<file path="config.mk">
export PLATFORM = sky130hd
export DESIGN_NAME = rr_gate_arbiter
export DESIGN_NICKNAME = d
export VERILOG_FILES = /design/src/rtl/rr_gate_arbiter.sv
export SDC_FILE = /design/constraint.sdc
export NUM_CORES = 1
export LEC_CHECK = 0
export ABC_CLOCK_PERIOD_IN_PS = 4200
export CAP_MARGIN = 40
export CORE_MARGIN = 4
export CORE_UTILIZATION = 41
export CTS_BUF_LIST = sky130_fd_sc_hd__clkbuf_2 sky130_fd_sc_hd__clkbuf_4 sky130_fd_sc_hd__clkbuf_8
export CTS_CLUSTER_DIAMETER = 60
export CTS_CLUSTER_SIZE = 24
export DETAILED_ROUTE_END_ITERATION = 16
export PLACE_DENSITY = 0.9
export SLEW_MARGIN = 20
export SYNTH_ARGS = -nofsm -noshare
export SYNTH_HDL_FRONTEND = slang
export SYNTH_SLANG_ARGS = --single-unit
</file>
<file path="constraint.sdc">
create_clock -name clk -period 4.2 [get_ports clk]
set_clock_uncertainty 0.15 [all_clocks]
set_input_delay 0.42 -clock clk [delete_from_list [all_inputs] [get_ports clk]]
set_output_delay 0.42 -clock clk [all_outputs]
set_load 0.02 [all_outputs]
</file>
<file path="src/rtl/rr_gate_arbiter.sv">
// Round-robin arbiter with a one-entry output buffer. Drives a zero-gated
// concatenated bus so a downstream OR reduction yields the granted payload.
module rr_gate_arbiter #(
    parameter int WIDTH    = 32,
    parameter int NINPUTS  = 4,
    parameter int ID_WIDTH = 2
) (
    input  logic                       clk,
    input  logic                       reset,
    input  logic [NINPUTS-1:0]         req_valid,
    input  logic [WIDTH*NINPUTS-1:0]   req_data,
    output logic [NINPUTS-1:0]         req_ready,
    output logic [WIDTH*NINPUTS-1:0]   gated_bus,
    output logic [NINPUTS-1:0]         grant,
    output logic [ID_WIDTH-1:0]        grant_id,
    output logic                       out_valid,
    input  logic                       out_ready
);

    localparam logic [0:0] ST_EMPTY = 1'b0;
    localparam logic [0:0] ST_FULL  = 1'b1;

    logic [0:0]          state;
    logic [ID_WIDTH-1:0] ptr;
    logic [ID_WIDTH-1:0] scan_idx;
    logic [ID_WIDTH-1:0] win_id;
    logic [ID_WIDTH-1:0] next_ptr;
    logic [NINPUTS-1:0]  win_onehot;
    logic [WIDTH-1:0]    win_data;
    logic [WIDTH-1:0]    held;
    logic                found;
    logic                can_accept;
    logic                accept;

    // Scan from ptr upward (mod NINPUTS); the first valid requester wins.
    always_comb begin
        found    = 1'b0;
        win_id   = '0;
        scan_idx = '0;
        for (int unsigned k = 0; k < NINPUTS; k++) begin
            scan_idx = ID_WIDTH'((int'(ptr) + int'(k)) % NINPUTS);
            if (!found && req_valid[scan_idx]) begin
                found  = 1'b1;
                win_id = scan_idx;
            end
        end
    end

    always_comb begin
        win_onehot         = '0;
        win_onehot[win_id] = found;
    end

    assign win_data   = req_data[int'(win_id)*WIDTH +: WIDTH];
    assign next_ptr   = (win_id == ID_WIDTH'(NINPUTS - 1)) ? '0 : win_id + 1'b1;
    assign can_accept = (state == ST_EMPTY) || out_ready;

    // Qualified by reset so no strobe leaks out while the block is held in reset.
    assign accept    = found && can_accept && reset;
    assign req_ready = accept ? win_onehot : '0;
    assign out_valid = (state == ST_FULL);

    always_ff @(posedge clk or negedge reset) begin
        if (!reset) begin
            state    <= ST_EMPTY;
            ptr      <= '0;
            held     <= '0;
            grant    <= '0;
            grant_id <= '0;
        end else if (accept) begin
            state    <= ST_FULL;
            ptr      <= next_ptr;
            held     <= win_data;
            grant    <= win_onehot;
            grant_id <= win_id;
        end else if (state == ST_FULL && out_ready) begin
            state    <= ST_EMPTY;
            held     <= '0;
            grant    <= '0;
            grant_id <= '0;
        end
    end

    always_comb begin
        gated_bus = '0;
        for (int unsigned j = 0; j < NINPUTS; j++) begin
            gated_bus[j*WIDTH +: WIDTH] = grant[j] ? held : '0;
        end
    end

endmodule

</file>
[After elaboration in Yosys (flattened, before gate mapping)]
Cells that the tools add are included.
Cells by class
  add/sub/neg operators: 4
  equality and inequality tests: 1
  bitwise gates (word level): 2
  shift-type cells: 1
  reductions and logical operators: 12
  mux-type cells: 32
  $lt $le $gt $ge: 6
Operator list (count)
  32-bit two-way mux: 6
  128-bit by 8-bit variable part select with 32-bit output: 1
  2-bit by 3-bit less-than comparator with 1-bit output, second input constant: 5
  2-bit two-way mux: 7
  4-bit two-way mux: 3
  1-bit two-way mux: 11
  1-bit binary-select mux with 2-bit select: 4
  1-bit logical AND: 7
  2-bit by 1-bit adder with 2-bit output, second input constant: 2
  2-bit adder, second input constant: 2
  4-bit bitwise AND: 1
  1-bit zero test: 3
  1-bit demux with 2-bit select: 1
  2-bit == test, second input constant: 1
  2-bit by 1-bit >= comparator with 1-bit output, second input constant: 1
  2-bit nonzero test: 1
  1-bit logical OR: 1
  1-bit NOT: 1
Storage, ports and cells
  output and inout bits: 139
  register bits after elaboration: 41
  logic and storage cells: 63
  input port bits: 135

[Longest topological paths before layout]
Gate-level depths: netlist of run 1.
  depth in word-level cells: 18
  depth in mapped cells: 10
  depth with buffers taken out: 7

[Least setup slack after synthesis of run 1]
No wires, ideal clock.
  path type: reg-to-output
  start point: reg ptr[1]
  end point: out req_ready[3]
  path slack: 1.962 ns
  buffers on the path: 3
  stages on the path, launching flop included: 10
  data required time: 3.630 ns
  arrival: 1.668 ns
  cells stage by stage: dfrtp_1 -> nand2_1 -> or2_2 -> clkbuf_1 -> nand3_2 -> buf_6 -> buf_8 -> inv_2 -> ha_1 -> and2_1
On the way
  longest elaborated chain between the ends: 18
  elaborated cells between the ends (all ways): 34
RTL lines
  start, declared: line 24  | logic [ID_WIDTH-1:0] ptr;
  start signal, assigned: line 72  | ptr <= next_ptr;
  parallel branches: the longest is 17 deep, another holds 2-bit by 3-bit less-than comparator with 1-bit output
  4-bit two-way mux *: line 60  | assign req_ready = accept ? win_onehot : '0;
  end, declared: line 12  | output logic [NINPUTS-1:0] req_ready,
Every way passes the cells marked *. The select of a mux whose other input is x is not followed.

[Worst setup path in the final report of run 1]
  start point: in req_valid[1]
  end point: out req_ready[3]
On the way
  longest elaborated chain between the ends: 18
  elaborated cells between the ends (all ways): 31
RTL lines
  start, declared: line 10  | input logic [NINPUTS-1:0] req_valid,
  1-bit binary-select mux with 2-bit select: line 42  | if (!found && req_valid[scan_idx]) begin
  1-bit two-way mux (implied by the code): line 42
  1-bit two-way mux: line 42
  1-bit zero test: line 42
  1-bit logical AND: line 42
  1-bit two-way mux: line 42
  1-bit zero test: line 42
  1-bit logical AND: line 42
  (+2 left out)
  1-bit logical AND: line 42
  2-bit two-way mux: line 42
  2-bit by 3-bit less-than comparator with 1-bit output (implied by the code) or 2-bit by 1-bit >= comparator with 1-bit output (tied branches): line 51  | win_onehot[win_id] = found;
  1-bit logical AND (implied by the code): line 51
  1-bit two-way mux (implied by the code): line 51
  1-bit demux with 2-bit select: line 51
  4-bit bitwise AND (no source line)
  4-bit two-way mux *: line 60
Every way passes the cells marked *; elsewhere a longest branch is shown, timed or not. The select of a mux whose other input is x is not followed.

==> results of run 1 <==
[power by group]
part	switching [uW]	internal (uW)	leakage, uW
clock	136	138	0.0000498
sequential	201	533	0.000520
combinational	934	914	0.00236
total	1270	1590	0.00293
[worst max-delay path by stage]
stage | cells past startpoint | end
after floorplan | 9 | req_ready[3]
final | 8 | req_ready[3]
after CTS | 8 | req_ready[3]
after detailed placement | 8 | req_ready[3]
after global placement | 8 | req_ready[3]
after global routing | 8 | req_ready[3]
[metrics by stage]
stage | power [uW] | instance area, um2 | cells
after CTS | 2866 | 7129 | 837
final | 2856 | 7157 | 838
after detailed placement | 2589 | 7038 | 829
after global routing | 3031 | 7157 | 838
after floorplan | 1776 | 4188 | 452
after global placement | 2460 | 6925 | 824
[final cells by class]
type	instances	share of cell area
timing repair buffer	289	0.4112
multi-input combinational	365	0.4084
sequential	41	0.1434
tap	133	0.02325
clock buffer	8	0.01276
inverter	2	0.001049
[cells by family after synthesis]
group	Yosys count	synth area share
buffers and inverters	46	0.06214
DFF	41	0.2450
adders and majority gates	1	0.002987
muxes	35	0.08425
AOI/OAI and AO/OA	109	0.2991
and+or+nand+nor	220	0.3065
[registers in the layout, indices dropped and copies added, names as in the netlist]
name and cells:
grant 4, grant_id 2, ptr 2, held 32
out_valid 1
[metal layers]
layer	vias to the layer above	track usage	wire, um	part of all wire
li1	2109	-	-	-
met1	2115	0.3271	6385	0.38
met2	232	0.4974	8639	0.52
met3	26	0.05447	1379	0.082
met4	0	0.06583	343	0.020
met5	-	0	0	0
[synthesized netlist by cell type, types with 6 or more instances]
master	instances
a21bo_4	30
and2_1	130
buf_6	6
clkbuf_1	30
dfrtp_1	41
mux2i_1	33
nand2_1	39
nand4_1	31
nor2_1	7
o211ai_2	29
o31ai_1	31
==> impl_results.md, run 1 <==
- Status: finished, final reports clean
- # resized after CTS: 0
- Clk sinks: 41
- Setup TNS: 0 ns
- Synth top area share: 0.2450
- Fmax: 299.1 MHz
- Distinct cell type count after synthesis: 42
- Post-synthesis register bit count: 41
- First-pass GRT wire length: 25280 um
- Residual DRC: 0
- Drt initial violations: 220
- Initial core utilization: 0.4245
- Initial antenna violation count: 0
- Worst r2r src: ptr[1]
- FP Rows: 36
- Clock latency on the worst-skew pair: 0.29 ns
- Core area: 0.009864 mm2
- DR WL/cell: 19.99 um
- Crit Path Max Fanout: 5
- Synthesized area per cell: 9.265 um2
- WP buf/inv: 3
- Worst setup margin: 0.8564 ns
- Max-slew violations: 0
- Fin. Hold Viols: 0
- Setup crit start: req_valid[1]
- Reg clk slew, reported paths: 0.08 ns
- Reg2Reg Depth: 7
- Fraction of layout cells with a size suffix above 1: 0.1433
- CP top delay family: buffers and inverters
- Die Ht: 109.1 um
- DIE AREA: 0.01190 mm2
- Leading area contributor after synthesis: dfrtp_1
- WP data required: 3.63 ns
- Dpl hpwl: 12660 um
- Dpl ws: 0.8783 ns
- Vias in the first global route: 4571
- RR Endpoint: held[26]
- H-tree depth: 2
- Filler Cell Count: 701
- Max Cap Viol: 0
- Port bufs: 273
- Synth async-reset ratio: 1.000
- Max stage delay cell, worst path: clkdlybuf4s50_1
- Final-stage net count: 840
- DR pass1 iterations: 4
- Vias: 4482
- Post-Syn Nets: 588
- Sequential area share after synthesis: 0.2450
- Post-Synthesis Cells: 452
- Post-synth EDFFs: 0
- Type of origin of the critical path: primary input
- I/O pin count: 274
- Area Growth Syn to Fin: 70.90%
- Syn. warnings: 0
- Worst vdd rail ir drop: 0.0002525 V
- Vias per Instance: 5.348
- Slew HR: 0.5880
- Measured slew at the worst slew-check pin: 0.6166 ns
- Crit path DAT: 2.77 ns
- Post-CTS setup buffer count: 0
- Final hold slack: 0.1091 ns
- Setup CP Type: primary input to primary output
- Crit path time final: 3.344 ns
- Area contributors post-synth: dfrtp_1 (24%), and2_1 (19%), a21bo_4 (12%)
- CP Cell Sequence: clkdlybuf4s50_1, nor3b_1, a211oi_2, or2_2, inv_1, ha_1, and2_1, clkdlybuf4s50_1
- Power Density: 399.1 mW/mm2
- Largest net degree at the start of global routing: 42
- GP Congestion: 0.8271
- Chip width: 109.1 um
- Multi-input logic area: 0.002923 mm2
- GRT Total Usage: 0.2730
- Clk buf depth: 2
- CTS buffer count: 5
- Fin util: 0.7255
- Worst path max stage delay: 0.61 ns
- Reg-to-reg setup timing slack: 1.72 ns
- CTS tree: yes
- Antenna-violating nets left: 0
- HP Class: primary input to asynchronous set/reset pin
- Most frequent cells in the layout: clkdlybuf4s50_1 (272), and2_1 (130), dfrtp_1 (41)
- CTS Hold Bufs: 0
- Most frequent CP cell: clkdlybuf4s50_1
- Crit. End Element: primary output
- Total gr overflow: 0
- Antenna Cells: 0
- Synth Flop Type: dfrtp_1
- Final setup violation count: 0
- Total wire length: 16750 um
- Clk root buf: clkbuf_8
- Most common cell after layout, fill and taps aside: clkdlybuf4s50_1
- Synthesized area: 0.004188 mm2
- Unrepaired setup endpoints after global routing: false
- FF/Latch Area: 0.001026 mm2
- Period utilization: 0.7961
- Leakage power: 0.002926 uW
(Power assumes the default switching activity.)
==> run 2: changes to the inputs <==
ABC_CLOCK_PERIOD_IN_PS = 2750   (was 4200)
CORE_UTILIZATION = 34   (was 41)
PLACE_DENSITY = 0.79   (was 0.9)
clock period = 2.75 ns   (was 4.2 ns; I/O delays follow)
==> run 2 against run 1 <==
Against the previous run: sequential power rose by 49%; cell area up 0.49%; core utilization down 13 points; routed wire length is 1.5% higher; highest routed layer unchanged; critical path type unchanged; largest power group unchanged; sequential share of layout area fell by 0.070 points; hold slack worse by 0.089 ns.
==> impl_results.md, run 2 (synthesized netlist as in run 1, its figures left out) <==
- Type of origin of the critical path: primary input
- Residual DRC: 0 (unchanged)
- Worst r2r src: ptr[1]
- Max Cap Viol: 0 (unchanged)
- Clk buf depth: 2 (unchanged)
- Total gr overflow: 0 (unchanged)
- Total wire length: 17000 um (+1.5%)
- Vias: 4588 (+2.4%)
- Max reg flops: 32 (unchanged)
- Fmax: 385.0 MHz
- Clk sinks: 41 (unchanged)
- H-tree depth: 2 (unchanged)
- Port bufs: 273 (unchanged)
- Final Non-Filler Cells: 862 (+2.9%)
- Fin. Hold Viols: 0 (unchanged)
- Reg2Reg Depth: 6 (-1)
- Chip width: 119.0 um (+9.1%)
- Drt initial violations: 182 (-17%)
- Most frequent cells in the layout: clkdlybuf4s50_1 (267), and2_1 (130), dfrtp_1 (41)
- Antenna-violating nets left: 0 (unchanged)
- Fraction of layout cells with a size suffix above 1: 0.1555 (+0.01220)
- Period utilization: 0.9446
- Vias per Instance: 5.323 (-0.49%)
- Crit path DAT: 2.17 ns (-0.60 ns)
- Crit path time final: 2.598 ns
- Fin area: 0.007192 mm2 (+0.49%)
- Largest registers: held x32, grant x4
- GRT Total Usage: 0.2318 (-0.04117)
- Power Density: 605.9 mW/mm2 (+52%)
- Placed standard-cell area: 0.007093 mm2 (+0.78%)
- HP Class: primary input to asynchronous set/reset pin
- Final setup violation count: 0 (unchanged)
- Crit. End Element: primary output
- Setup CP Type: primary input to primary output
- Setup crit start: req_valid[1]
- DIE AREA: 0.01416 mm2 (+19%)
- CTS tree: yes
- FP Rows: 40 (+11%)
- Final-stage net count: 850 (+1.2%)
- Core area: 0.01201 mm2 (+22%)
- Leakage power: 0.002993 uW (+2.3%)
- CTS buffer count: 5 (unchanged)
- Slew HR: 0.6273 (+0.03927)
- Reg-to-reg setup timing slack: 0.59 ns (-1.13 ns)
- Dpl hpwl: 12760 um (+0.77%)
- Initial antenna violation count: 0 (unchanged)
- Area Growth Syn to Fin: 71.74%
- Reg clk slew, reported paths: 0.08 ns (about the same)
- GP Congestion: 0.8233 (-0.46%)
- Worst vdd rail ir drop: 0.0003147 V (+25%)
- Clk root buf: clkbuf_8
- Unrepaired setup endpoints after global routing: false
- First-pass GRT wire length: 26440 um (+4.6%)
- Crit Path Max Fanout: 5 (unchanged)
- Max-slew violations: 0 (unchanged)
- Reg with most FFs: held
- Filler Cell Count: 1031 (+47%)
- RR Endpoint: held[0]
- Status: finished, final reports clean
- Vias in the first global route: 4973 (+8.8%)
- Cells after DPL: 854 (+3.0%)
- Clock latency on the worst-skew pair: 0.28 ns (about the same)
- CTS Hold Bufs: 0 (unchanged)
- DR pass1 iterations: 4 (unchanged)
- End of the critical path: req_ready[3]
- Largest net degree at the start of global routing: 42 (unchanged)
- Most common cell after layout, fill and taps aside: clkdlybuf4s50_1
- Initial core utilization: 0.3486 (-0.07588)
- WP data required: 2.33 ns (-1.30 ns)
- Die Ht: 119.0 um (+9.1%)
- Measured slew at the worst slew-check pin: 0.5591 ns (-0.05753 ns)
- DR WL/cell: 19.72 um (-1.3%)
- I/O pin count: 274 (unchanged)
[run 2: report_power, final]
part / internal, uW / switching (uW)
clock network: 210 / 210
registers: 815 / 275
logic: 1380 / 1460
[run 2: metal layers]
layer / up-vias / track usage / share of wire
met1: 2186 / 0.2617 / 0.38
met5: - / 0 / 0
met4: 0 / 0.08182 / 0.028
li1: 2127 / - / -
met2: 241 / 0.4228 / 0.52
met3: 34 / 0.05508 / 0.077
[run 2: layout make-up]
type                            count  area [um2]  share of cell area
Multi-Input combinational cell    365        2920              0.4061
Clock buffer                        7       90.09             0.01253
Inverter                            2       7.507            0.001044
Antenna cell                        1       2.502           0.0003479
Tap cell                          147       183.9             0.02557
Timing Repair Buffer              299        2962              0.4118
Sequential cell                    41        1026              0.1427
[run 2: worst max-delay path, cell delays in order]
cell             delay [ns]
clkdlybuf4s50_1        0.50
nor3b_2                0.24
a211oi_2               0.09
or2_2                  0.32
inv_1                  0.09
ha_1                   0.14
and2_1                 0.15
dlygate4sd2_1          0.36
[run 2: worst min path at each step]
stage	end	slack (ns)	depth (start not counted)
floorplan	grant[0]	-0.17	0
global placement	held[0]	0.35	2
detailed placement	grant_id[0]	0.35	2
CTS	held[1]	0.05	2
global route	held[31]	0.06	2
finish	held[1]	0.02	2
[run 2: through the flow]
stage	hold slack [ns]	total power [uW]	setup slack [ns]	util	setup TNS [ns]
after floorplan	-0.1706	2713	0.6433	-	0
after global placement	0.3485	3892	-0.08693	0.5905	-0.09791
after detailed placement	0.3471	3976	-0.1794	0.5905	-0.2596
after CTS	0.04864	4403	0.02031	0.5977	0
after global routing	0.06403	4636	0.06515	0.5985	0
final	0.02027	4358	0.1525	0.5988	0
[run 2: timing repair]
action / in CTS / in global routing
setup endpoints to repair: 3 / 2
pin swaps: 0 / 1
buffers inserted: 0 / 0
resized for setup: 3 / 3
==> run 3: changes to the inputs <==
SLEW_MARGIN = unset   (was 20)
==> results of run 3 <==
Same layout as run 2: the final DEF is identical, and so are final timing and power.
